$ cat src/rtl/read_return_serializer.sv
// -----------------------------------------------------------------------------
// read_return_serializer
//
// Return-path transmitter of the frontend scheduler. Each read command issued
// to the backend pushes its {request id, core number} tag into a tag FIFO.
// Words returned by the backend, in command order, are held in a small data
// buffer. The head word is paired with the head tag and sent to the
// interconnection as four FE_W-bit beats, least-significant slice first. The
// beats use a valid/ready handshake, and a last flag marks the fourth beat.
//
// Ports:
//   i_clk, i_rst_n               clock, asynchronous active-low reset
//   i_tag_push_valid             read command issued; push {i_tag_req_id, i_tag_core_num}
//   o_tag_full                   tag FIFO holds TAG_DEPTH entries
//   o_tag_overflow               sticky: tag push attempted while full
//   i_returned_data_valid        backend word valid (i_returned_data)
//   o_frontend_receive_ready     data buffer can accept a word
//   i_interconnection_ready      interconnection accepts the current beat
//   o_scheduler_request_valid    beat valid
//   o_scheduler_read_data        beat data
//   o_scheduler_read_data_last   final beat of a word
//   o_scheduler_request_id       id of the word being sent
//   o_scheduler_core_num         core of the word being sent
// -----------------------------------------------------------------------------
module read_return_serializer #(
  parameter int FE_W       = 256,
  parameter int BE_W       = 1024,
  parameter int ID_W       = 4,
  parameter int CORE_W     = 2,
  parameter int TAG_DEPTH  = 8,
  parameter int DATA_DEPTH = 2
) (
  input  logic              i_clk,
  input  logic              i_rst_n,
  input  logic              i_tag_push_valid,
  input  logic [ID_W-1:0]   i_tag_req_id,
  input  logic [CORE_W-1:0] i_tag_core_num,
  output logic              o_tag_full,
  output logic              o_tag_overflow,
  input  logic              i_returned_data_valid,
  input  logic [BE_W-1:0]   i_returned_data,
  output logic              o_frontend_receive_ready,
  input  logic              i_interconnection_ready,
  output logic              o_scheduler_request_valid,
  output logic [FE_W-1:0]   o_scheduler_read_data,
  output logic              o_scheduler_read_data_last,
  output logic [ID_W-1:0]   o_scheduler_request_id,
  output logic [CORE_W-1:0] o_scheduler_core_num
);

  localparam int TAG_PTR_W  = $clog2(TAG_DEPTH);
  localparam int TAG_CNT_W  = TAG_PTR_W + 1;
  localparam int DATA_PTR_W = $clog2(DATA_DEPTH);
  localparam int DATA_CNT_W = DATA_PTR_W + 1;

  localparam logic [TAG_CNT_W-1:0]  TAG_FULL_CNT  = TAG_CNT_W'(TAG_DEPTH);
  localparam logic [DATA_CNT_W-1:0] DATA_FULL_CNT = DATA_CNT_W'(DATA_DEPTH);

  typedef enum logic [0:0] {
    ST_IDLE = 1'b0,
    ST_SEND = 1'b1
  } state_e;

  // Select one FE_W slice of a backend word; beat 0 is the least-significant slice.
  function automatic logic [FE_W-1:0] beat_slice(input logic [BE_W-1:0] word,
                                                 input logic [1:0]      beat);
    case (beat)
      2'd0:    beat_slice = word[0*FE_W +: FE_W];
      2'd1:    beat_slice = word[1*FE_W +: FE_W];
      2'd2:    beat_slice = word[2*FE_W +: FE_W];
      2'd3:    beat_slice = word[3*FE_W +: FE_W];
      default: beat_slice = word[0*FE_W +: FE_W];
    endcase
  endfunction

  // Storage
  logic [ID_W-1:0]       tag_id_mem_r   [TAG_DEPTH];
  logic [CORE_W-1:0]     tag_core_mem_r [TAG_DEPTH];
  logic [BE_W-1:0]       data_mem_r     [DATA_DEPTH];

  logic [TAG_PTR_W-1:0]  tag_wr_ptr_r, tag_rd_ptr_r, tag_rd_nxt_s;
  logic [TAG_CNT_W-1:0]  tag_cnt_r, tag_cnt_nxt_s;
  logic [DATA_PTR_W-1:0] data_wr_ptr_r, data_rd_ptr_r, data_rd_nxt_s;
  logic [DATA_CNT_W-1:0] data_cnt_r, data_cnt_nxt_s;

  logic                  tag_full_r, tag_overflow_r, rx_ready_r;
  state_e                state_r;
  logic [1:0]            beat_r;
  logic                  valid_r, last_r;
  logic [FE_W-1:0]       data_out_r;
  logic [ID_W-1:0]       id_out_r;
  logic [CORE_W-1:0]     core_out_r;

  logic                  tag_push_s, data_wr_s, beat_fire_s, pop_s;
  logic                  tag_push_full_s;

  // Pushes are gated on the registered counts; a full FIFO never looks ahead to a same-cycle pop.
  assign tag_push_s      = i_tag_push_valid && (tag_cnt_r != TAG_FULL_CNT);
  assign tag_push_full_s = i_tag_push_valid && (tag_cnt_r == TAG_FULL_CNT);
  assign data_wr_s       = i_returned_data_valid && (data_cnt_r != DATA_FULL_CNT);
  assign beat_fire_s     = valid_r && i_interconnection_ready;
  assign pop_s           = beat_fire_s && (beat_r == 2'd3);
  assign tag_rd_nxt_s    = tag_rd_ptr_r + TAG_PTR_W'(1);
  assign data_rd_nxt_s   = data_rd_ptr_r + DATA_PTR_W'(1);

  // Next occupancy of both FIFOs from this cycle's push/write and pop.
  always_comb begin
    tag_cnt_nxt_s  = tag_cnt_r;
    data_cnt_nxt_s = data_cnt_r;
    if (tag_push_s && !pop_s) begin
      tag_cnt_nxt_s = tag_cnt_r + TAG_CNT_W'(1);
    end else if (!tag_push_s && pop_s) begin
      tag_cnt_nxt_s = tag_cnt_r - TAG_CNT_W'(1);
    end else begin
      tag_cnt_nxt_s = tag_cnt_r;
    end
    if (data_wr_s && !pop_s) begin
      data_cnt_nxt_s = data_cnt_r + DATA_CNT_W'(1);
    end else if (!data_wr_s && pop_s) begin
      data_cnt_nxt_s = data_cnt_r - DATA_CNT_W'(1);
    end else begin
      data_cnt_nxt_s = data_cnt_r;
    end
  end

  // FIFO payload storage; contents are qualified by the counts, so no reset is needed.
  always_ff @(posedge i_clk) begin
    if (tag_push_s) begin
      tag_id_mem_r[tag_wr_ptr_r]   <= i_tag_req_id;
      tag_core_mem_r[tag_wr_ptr_r] <= i_tag_core_num;
    end
    if (data_wr_s) begin
      data_mem_r[data_wr_ptr_r] <= i_returned_data;
    end
  end

  // FIFO pointers, counts and the status flags derived from them.
  always_ff @(posedge i_clk or negedge i_rst_n) begin
    if (!i_rst_n) begin
      tag_wr_ptr_r   <= '0;
      tag_rd_ptr_r   <= '0;
      tag_cnt_r      <= '0;
      data_wr_ptr_r  <= '0;
      data_rd_ptr_r  <= '0;
      data_cnt_r     <= '0;
      tag_full_r     <= 1'b0;
      tag_overflow_r <= 1'b0;
      rx_ready_r     <= 1'b1;
    end else begin
      if (tag_push_s) begin
        tag_wr_ptr_r <= tag_wr_ptr_r + TAG_PTR_W'(1);
      end
      if (data_wr_s) begin
        data_wr_ptr_r <= data_wr_ptr_r + DATA_PTR_W'(1);
      end
      if (pop_s) begin
        tag_rd_ptr_r  <= tag_rd_nxt_s;
        data_rd_ptr_r <= data_rd_nxt_s;
      end
      if (tag_push_full_s) begin
        tag_overflow_r <= 1'b1;
      end
      tag_cnt_r  <= tag_cnt_nxt_s;
      data_cnt_r <= data_cnt_nxt_s;
      tag_full_r <= (tag_cnt_nxt_s == TAG_FULL_CNT);
      rx_ready_r <= (data_cnt_nxt_s < DATA_FULL_CNT);
    end
  end

  // Serializer FSM with registered beat outputs.
  always_ff @(posedge i_clk or negedge i_rst_n) begin
    if (!i_rst_n) begin
      state_r    <= ST_IDLE;
      beat_r     <= 2'd0;
      valid_r    <= 1'b0;
      last_r     <= 1'b0;
      data_out_r <= '0;
      id_out_r   <= '0;
      core_out_r <= '0;
    end else begin
      case (state_r)
        ST_IDLE: begin
          if ((data_cnt_r != '0) && (tag_cnt_r != '0)) begin
            state_r    <= ST_SEND;
            beat_r     <= 2'd0;
            valid_r    <= 1'b1;
            last_r     <= 1'b0;
            data_out_r <= beat_slice(data_mem_r[data_rd_ptr_r], 2'd0);
            id_out_r   <= tag_id_mem_r[tag_rd_ptr_r];
            core_out_r <= tag_core_mem_r[tag_rd_ptr_r];
          end
        end
        ST_SEND: begin
          if (beat_fire_s) begin
            if (beat_r != 2'd3) begin
              beat_r     <= beat_r + 2'd1;
              data_out_r <= beat_slice(data_mem_r[data_rd_ptr_r], beat_r + 2'd1);
              last_r     <= (beat_r == 2'd2);
            end else if ((data_cnt_r > DATA_CNT_W'(1)) && (tag_cnt_r > TAG_CNT_W'(1))) begin
              // Second pair already queued: start its beat 0 straight away.
              beat_r     <= 2'd0;
              last_r     <= 1'b0;
              data_out_r <= beat_slice(data_mem_r[data_rd_nxt_s], 2'd0);
              id_out_r   <= tag_id_mem_r[tag_rd_nxt_s];
              core_out_r <= tag_core_mem_r[tag_rd_nxt_s];
            end else begin
              state_r <= ST_IDLE;
              beat_r  <= 2'd0;
              valid_r <= 1'b0;
              last_r  <= 1'b0;
            end
          end
        end
        default: begin
          state_r <= ST_IDLE;
          beat_r  <= 2'd0;
          valid_r <= 1'b0;
          last_r  <= 1'b0;
        end
      endcase
    end
  end

  assign o_tag_full                 = tag_full_r;
  assign o_tag_overflow             = tag_overflow_r;
  assign o_frontend_receive_ready   = rx_ready_r;
  assign o_scheduler_request_valid  = valid_r;
  assign o_scheduler_read_data      = data_out_r;
  assign o_scheduler_read_data_last = last_r;
  assign o_scheduler_request_id     = id_out_r;
  assign o_scheduler_core_num       = core_out_r;

endmodule

$ cat config.mk
export PLATFORM = sky130hd
export DESIGN_NAME = read_return_serializer
export DESIGN_NICKNAME = d
export VERILOG_FILES = /design/src/rtl/read_return_serializer.sv
export SDC_FILE = /design/constraint.sdc
export NUM_CORES = 2
export LEC_CHECK = 0
export ABC_CLOCK_PERIOD_IN_PS = 60900
export CORE_AREA = 8 8 503 505
export DETAILED_ROUTE_END_ITERATION = 12
export DIE_AREA = 0 0 511 513
export GPL_ROUTABILITY_DRIVEN = 0
export HOLD_SLACK_MARGIN = 0.02
export SLEW_MARGIN = 20
export SYNTH_ARGS = -nofsm -noshare
export SYNTH_HDL_FRONTEND = slang
export SYNTH_SLANG_ARGS = --single-unit
$ cat constraint.sdc
create_clock -name i_clk -period 60.9 [get_ports i_clk]
set_input_delay 12.18 -clock i_clk [delete_from_list [all_inputs] [get_ports i_clk]]
set_output_delay 12.18 -clock i_clk [all_outputs]
set_load 0.02 [all_outputs]
=== Word-level counts from Yosys, hierarchy flattened ===
Memory sizes are Yosys's and may differ from the RTL's.
Index checks and enable logic that the tools add are counted.

* Memories kept: 3
* Register bits: 284
* RAM bits: 2096
* Input bits: 1035
* Word-level logic and storage cells: 111

{| class="wikitable"
|+ Memories
! name !! depth !! width !! rd ports !! clocked after Yosys merged registers in !! wr ports !! RTL line !! source
|-
| data_mem_r || 2 || 1024 || 2 || 0 || 1 || 79 || <nowiki>logic [BE_W-1:0] data_mem_r [DATA_DEPTH];</nowiki>
|-
| tag_id_mem_r || 8 || 4 || 2 || 0 || 1 || 77 || <nowiki>logic [ID_W-1:0] tag_id_mem_r [TAG_DEPTH];</nowiki>
|-
| tag_core_mem_r || 8 || 2 || 2 || 0 || 1 || 78 || <nowiki>logic [CORE_W-1:0] tag_core_mem_r [TAG_DEPTH];</nowiki>
|}

* Reductions and logical operators: 21
* Bitwise operators: 1
* Magnitude comparators: 3
* Multiplexer cells: 42
* Equality and inequality tests: 16
* Add/subtract/negate cells: 9

{| class="wikitable"
|+ Operators with widths
! cell !! count
|-
| $mux 256 || 4
|-
| $pmux 256 s4 || 1
|-
| $pmux 256 s2 || 1
|-
| $mux 4 || 6
|-
| $mux 2 || 9
|-
| $mux 1 || 15
|-
| $logic_and 1x1->1 || 11
|-
| $ne 2x2->1 const B || 5
|-
| $eq 2x2->1 const B || 4
|-
| $eq 4x4->1 const B || 2
|-
| $pmux 2 s2 || 2
|-
| $pmux 4 s2 || 1
|-
| $reduce_and 4->1 || 2
|-
| $add 3x1->3 const B || 2
|-
| $pmux 1 s2 || 3
|-
| $add 2x1->2 const B || 2
|-
| $add 4x1->4 const B || 1
|-
| $gt 4x1->1 const B || 1
|-
| $ne 2x1->1 const B || 2
|-
| $ne 4x4->1 const B || 1
|-
| $reduce_bool 4->1 || 1
|-
| $sub 4x1->4 const B || 1
|-
| $logic_not 1->1 || 3
|-
| $ne 3x1->1 const B || 1
|-
| 10 further kinds || 11
|}

=== Depth between registers and ports, before layout ===
* Depth in word-level cells: 7
* Gate-level depth with buffers: 10

=== Worst setup path before layout ===
No wires, ideal clock.

* Path type: input to register
* Start: in i_returned_data_valid
* End: mem data_mem_r[0][0], enable pin
* Arrival: 54.609 ns
* Setup slack: 3.846 ns
* Data required time: 58.455 ns
* Buffers on the path: 0
* Stages: 2
* Path through: nand2b_1 -> nor2_1

* Word-level cells in the longest chain between the ends: 3

{| class="wikitable"
|+ Ends and longest elaborated chain
! element !! RTL line !! source
|-
| start: declaration || 40 || <nowiki>input logic i_returned_data_valid,</nowiki>
|-
| $logic_and 1x1->1 || 100 || <nowiki>assign data_wr_s = i_returned_data_valid && (data_cnt_r != DATA_FULL_CNT);</nowiki>
|-
| $mux 1 || 132 || <nowiki>if (data_wr_s) begin</nowiki>
|-
| $mux 1 (implied by the code) || 133 || <nowiki>data_mem_r[data_wr_ptr_r] <= i_returned_data;</nowiki>
|-
| end: declaration || 79 ||
|}

Every way passes these cells.

=== Final worst setup path ===
* Start: in i_interconnection_ready
* End: reg data_out_r[182], in the netlist o_scheduler_read_data[182]

* Word-level cells in the longest chain between the ends: 3

{| class="wikitable"
|+ Ends and longest elaborated chain
! element !! RTL line !! source
|-
| start: declaration || 43 || <nowiki>input logic i_interconnection_ready,</nowiki>
|-
| $logic_and 1x1->1 || 101 || <nowiki>assign beat_fire_s = valid_r && i_interconnection_ready;</nowiki>
|-
| $ne 2x1->1 (no line) || - ||
|-
| $reduce_and 3->1 (no line) || - ||
|-
| end signal: assignment || 188 || <nowiki>data_out_r <= beat_slice(data_mem_r[data_rd_ptr_r], 2'd0);</nowiki>
|-
| end signal: assignment || 197 || <nowiki>data_out_r <= beat_slice(data_mem_r[data_rd_ptr_r], beat_r + 2'd1);</nowiki>
|-
| end signal: assignment || 203 || <nowiki>data_out_r <= beat_slice(data_mem_r[data_rd_nxt_s], 2'd0);</nowiki>
|-
| end: declaration || 90 || <nowiki>logic [FE_W-1:0] data_out_r;</nowiki>
|}

Every way passes these cells.
A chain may end at the register's enable or synchronous reset.

==> impl_metrics.json <==
{
  "status": "finished clean",
  "initial_utilization_pct": 39.3,
  "cts_sinks": 2380,
  "antenna_found_initial": 176,
  "ys_warn_count": 0,
  "p_per_area_nw_per_um2": 56.2,
  "path_class": "input port to register",
  "die_h_um": 513,
  "drtIter0Drc": 5922,
  "h-tree-depth": 5,
  "cts.clk_slew.worst_paths_ns": 0.06,
  "placed_cell_area_um2": 112000,
  "grt_usage_pct": 23.3,
  "synth-edff-count": 2096,
  "crit_path_end_kind": "register",
  "maxCapViolations": 0,
  "switchingPower_uw": 2630,
  "worstHoldStart": "o_tag_overflow$_DFFE_PN0P_",
  "grt_pass1_wl_mm": 450,
  "start_kind": "input port",
  "grt_max_degree": 180,
  "hold_buffers": 0,
  "avgSynthCellArea_um2": 17.1,
  "cts-resized-gates": 0,
  "r2r_slack_ns": 54.51,
  "p_int_uw": 4150,
  "finalHoldViolCount": 0,
  "r2r_start": "tag_cnt_r[1]$_DFF_PN0_",
  "totalNegativeSetupSlack_ns": 0,
  "row_count": 182,
  "synth_seq_cells": 2380,
  "num_vias": 60800,
  "fp.dieW_um": 511,
  "fin_total_pwr_uw": 6780,
  "dr.pass1.iters": 5,
  "relSlewSlack_pct": 16.5,
  "wire_per_inst_um": 31.0,
  "cts_made_buffers": 276,
  "worstPathArrival_ns": 17.78,
  "final.setup_skew_ns": 0.0695,
  "yosys-top-cells-area": "edfxtp_1 (65%), dfrtp_1 (7.4%), o31ai_4 (4.9%)",
  "syn_nets": 6678,
  "fmax_mhz": 58.6,
  "cts_tree": "built",
  "viasPerCell": 5.90,
  "cts.path.max_buffers": 4,
  "root_buffer": "clkbuf_16",
  "pin_count": 1302,
  "p_clk_share_pct": 23.0,
  "worstPathRequired_ns": 61.61,
  "ys_types": 49,
  "core_um2": 245000,
  "p_leak_uw": 0.0389,
  "r2r_cells": 11,
  "worstMarginPinSlew_ns": 1.25,
  "peakVddDrop_v": 0.0000528,
  "grt-ovfl-total": 0,
  "synth_cells": 5627,
  "syn2layout_area_growth_pct": 25.4,
  "p_comb_share_pct": 41.2,
  "worstSkewPairLatency_ns": 0.91,
  "slew_violations": 0,
  "die-area_um2": 262000,
  "fin_crit_ns": 17.07,
  "power.share.sequential_pct": 35.8,
  "netSwitchingFraction_pct": 38.8,
  "yosysSeqAreaShare_pct": 72.8,
  "synth-async-reset-ratio_pct": 11.9,
  "cts_setup_buffers": 0,
  "syn_area_um2": 96200,
  "rsz0062_at_grt": "no",
  "min_path_cells": 1,
  "regToRegEndpoint": "o_scheduler_read_data[182]$_DFFE_PN0P_",
  "hold_path_class": "register to register",
  "drive_above_1_share_pct": 14.6,
  "portBuffers": 1301,
  "fin_nets": 7830,
  "finalInstanceArea_um2": 121000,
  "yosysTopAreaCell": "edfxtp_1",
  "drt_wl_total_mm": 320,
  "ys.flop_type": "edfxtp_1",
  "dp_hpwl_mm": 218,
  "setup_violations": 0,
  "ant_nets": 0,
  "layout_worst_path_cycle_share_pct": 28.0,
  "holdPathEnd": "o_tag_overflow$_DFFE_PN0P_",
  "cp_max_fo": 46,
  "synth_top_area_share_pct": 65.4,
  "route.detailed.drc": 0,
  "grt_pass1_vias": 61200
}
## critical path, stage by stage
cell,delay (ns)
clkdlybuf4s50_1,0.43
nand3_1,0.25
a21o_4,0.58
and2_4,0.83
buf_4,0.67
buf_4,0.68
buf_4,0.95
buf_4,0.81
o31ai_4,0.14
## layout make-up
type                            count  area, um^2
Antenna cell                      113         283
Sequential cell                  2380       70100
Multi-Input combinational cell   2711       23900
Inverter                           13        48.8
Fill cell                       20400      124000
Timing Repair Buffer             1397       13900
Clock buffer                      355        7440
Clock inverter                    123        1030
Tap cell                         3220        4030
## worst max-delay path by stage
stage | startpoint | to | slack, ns | cells after the start
after floorplan | i_returned_data_valid | data_mem_r[0][0]$_DFFE_PP_ | 3.85 | 2
after global placement | i_interconnection_ready | o_scheduler_read_data[151]$_DFFE_PN0P_ | 42.97 | 9
after detailed placement | i_interconnection_ready | o_scheduler_read_data[155]$_DFFE_PN0P_ | 42.88 | 9
after CTS | i_interconnection_ready | o_scheduler_read_data[179]$_DFFE_PN0P_ | 43.84 | 9
after global routing | i_interconnection_ready | o_scheduler_read_data[188]$_DFFE_PN0P_ | 43.66 | 9
final | i_interconnection_ready | o_scheduler_read_data[182]$_DFFE_PN0P_ | 43.83 | 9
## power by group through the flow
stage               logic, uW  clock network, uW  registers, uW
global placement         2780                  0           2440
finish                   2790               1560           2430
floorplan                1810                  0           3010
global route             2980               1650           2460
detailed placement       2820                  0           2460
CTS                      2830               1590           2430
## layer usage
metal | GRT usage, % | part of all wire (%)
met4 | 10.8 | 4.4
met3 | 7.03 | 8.5
met1 | 28.2 | 38
met2 | 38.5 | 49
met5 | 0 | 0.17
## flip-flops by register name (all words and copies together), names as in the netlist
register and cells:
tag_wr_ptr_r 3, state_r 1, o_scheduler_request_valid 1, data_cnt_r 2, tag_id_mem_r 32, data_wr_ptr_r 1, o_scheduler_request_id 4, o_scheduler_read_data 256
o_scheduler_core_num 2, o_tag_full 1, o_scheduler_read_data_last 1, tag_cnt_r 4, o_tag_overflow 1, data_rd_ptr_r 1, beat_r 2, tag_rd_ptr_r 3
o_frontend_receive_ready 1, data_mem_r 2048, tag_core_mem_r 16
## kinds of logic after synthesis
family / share of synthesized area [%]
xor gates and xnor gates: 0.100
AOI/OAI and AO/OA: 19.1
muxes: 3.71
adders and majority gates: 0.208
and+or+nand+nor: 1.63
DFF: 72.8
buffers and inverters: 2.46
## cells in the mapped netlist, types with 24 or more instances
| master | instances |
|---|---|
| a211oi_1 | 263 |
| a21oi_1 | 265 |
| a221oi_1 | 256 |
| a22oi_1 | 256 |
| buf_1 | 31 |
| buf_2 | 51 |
| clkbuf_1 | 413 |
| dfrtp_1 | 283 |
| edfxtp_1 | 2096 |
| mux2_2 | 262 |
| mux4_2 | 24 |
| nand3_1 | 263 |
| o21a_1 | 257 |
| o221ai_1 | 255 |
| o22ai_1 | 256 |
| o31ai_4 | 220 |
## through the flow
| stage | utilization [%] | cells | setup slack [ns] | hold WS [ns] |
|---|---|---|---|---|
| 3_5_place_dp | 45.7 | 9721 | 42.88 | 0.492 |
| 6_report | 49.3 | 10300 | 43.83 | 0.501 |
| 5_1_grt | 49.3 | 10300 | 43.66 | 0.523 |
| 2_1_floorplan | - | 5627 | 3.85 | 0.460 |
| 4_1_cts | 49.2 | 10200 | 43.84 | 0.505 |
| 3_3_place_gp | 45.7 | 9721 | 42.97 | 0.470 |
## layout by cell type (no fill, tap or decap), types with 8 or more instances in the layout
master and instances:
a211oi_1 260, a21oi_1 265, a221oi_1 256, a22oi_1 256, buf_12 11, buf_4 85
bufinv_16 14, clkbuf_1 59, clkbuf_16 279, clkbuf_8 17, clkdlybuf4s50_1 1300, clkinv_1 45
clkinv_2 42, dfrtp_1 282, diode_2 113, edfxtp_1 2096, ha_1 13, inv_1 13
mux2_2 262, mux2i_1 8, mux4_2 24, nand2_1 11, nand3_1 263, nor2_1 9
o21a_1 257, o221ai_1 255, o22ai_1 256, o31ai_1 16, o31ai_2 20, o31ai_4 220
xnor2_1 8
No activity file was read; power rests on OpenSTA's default activity.
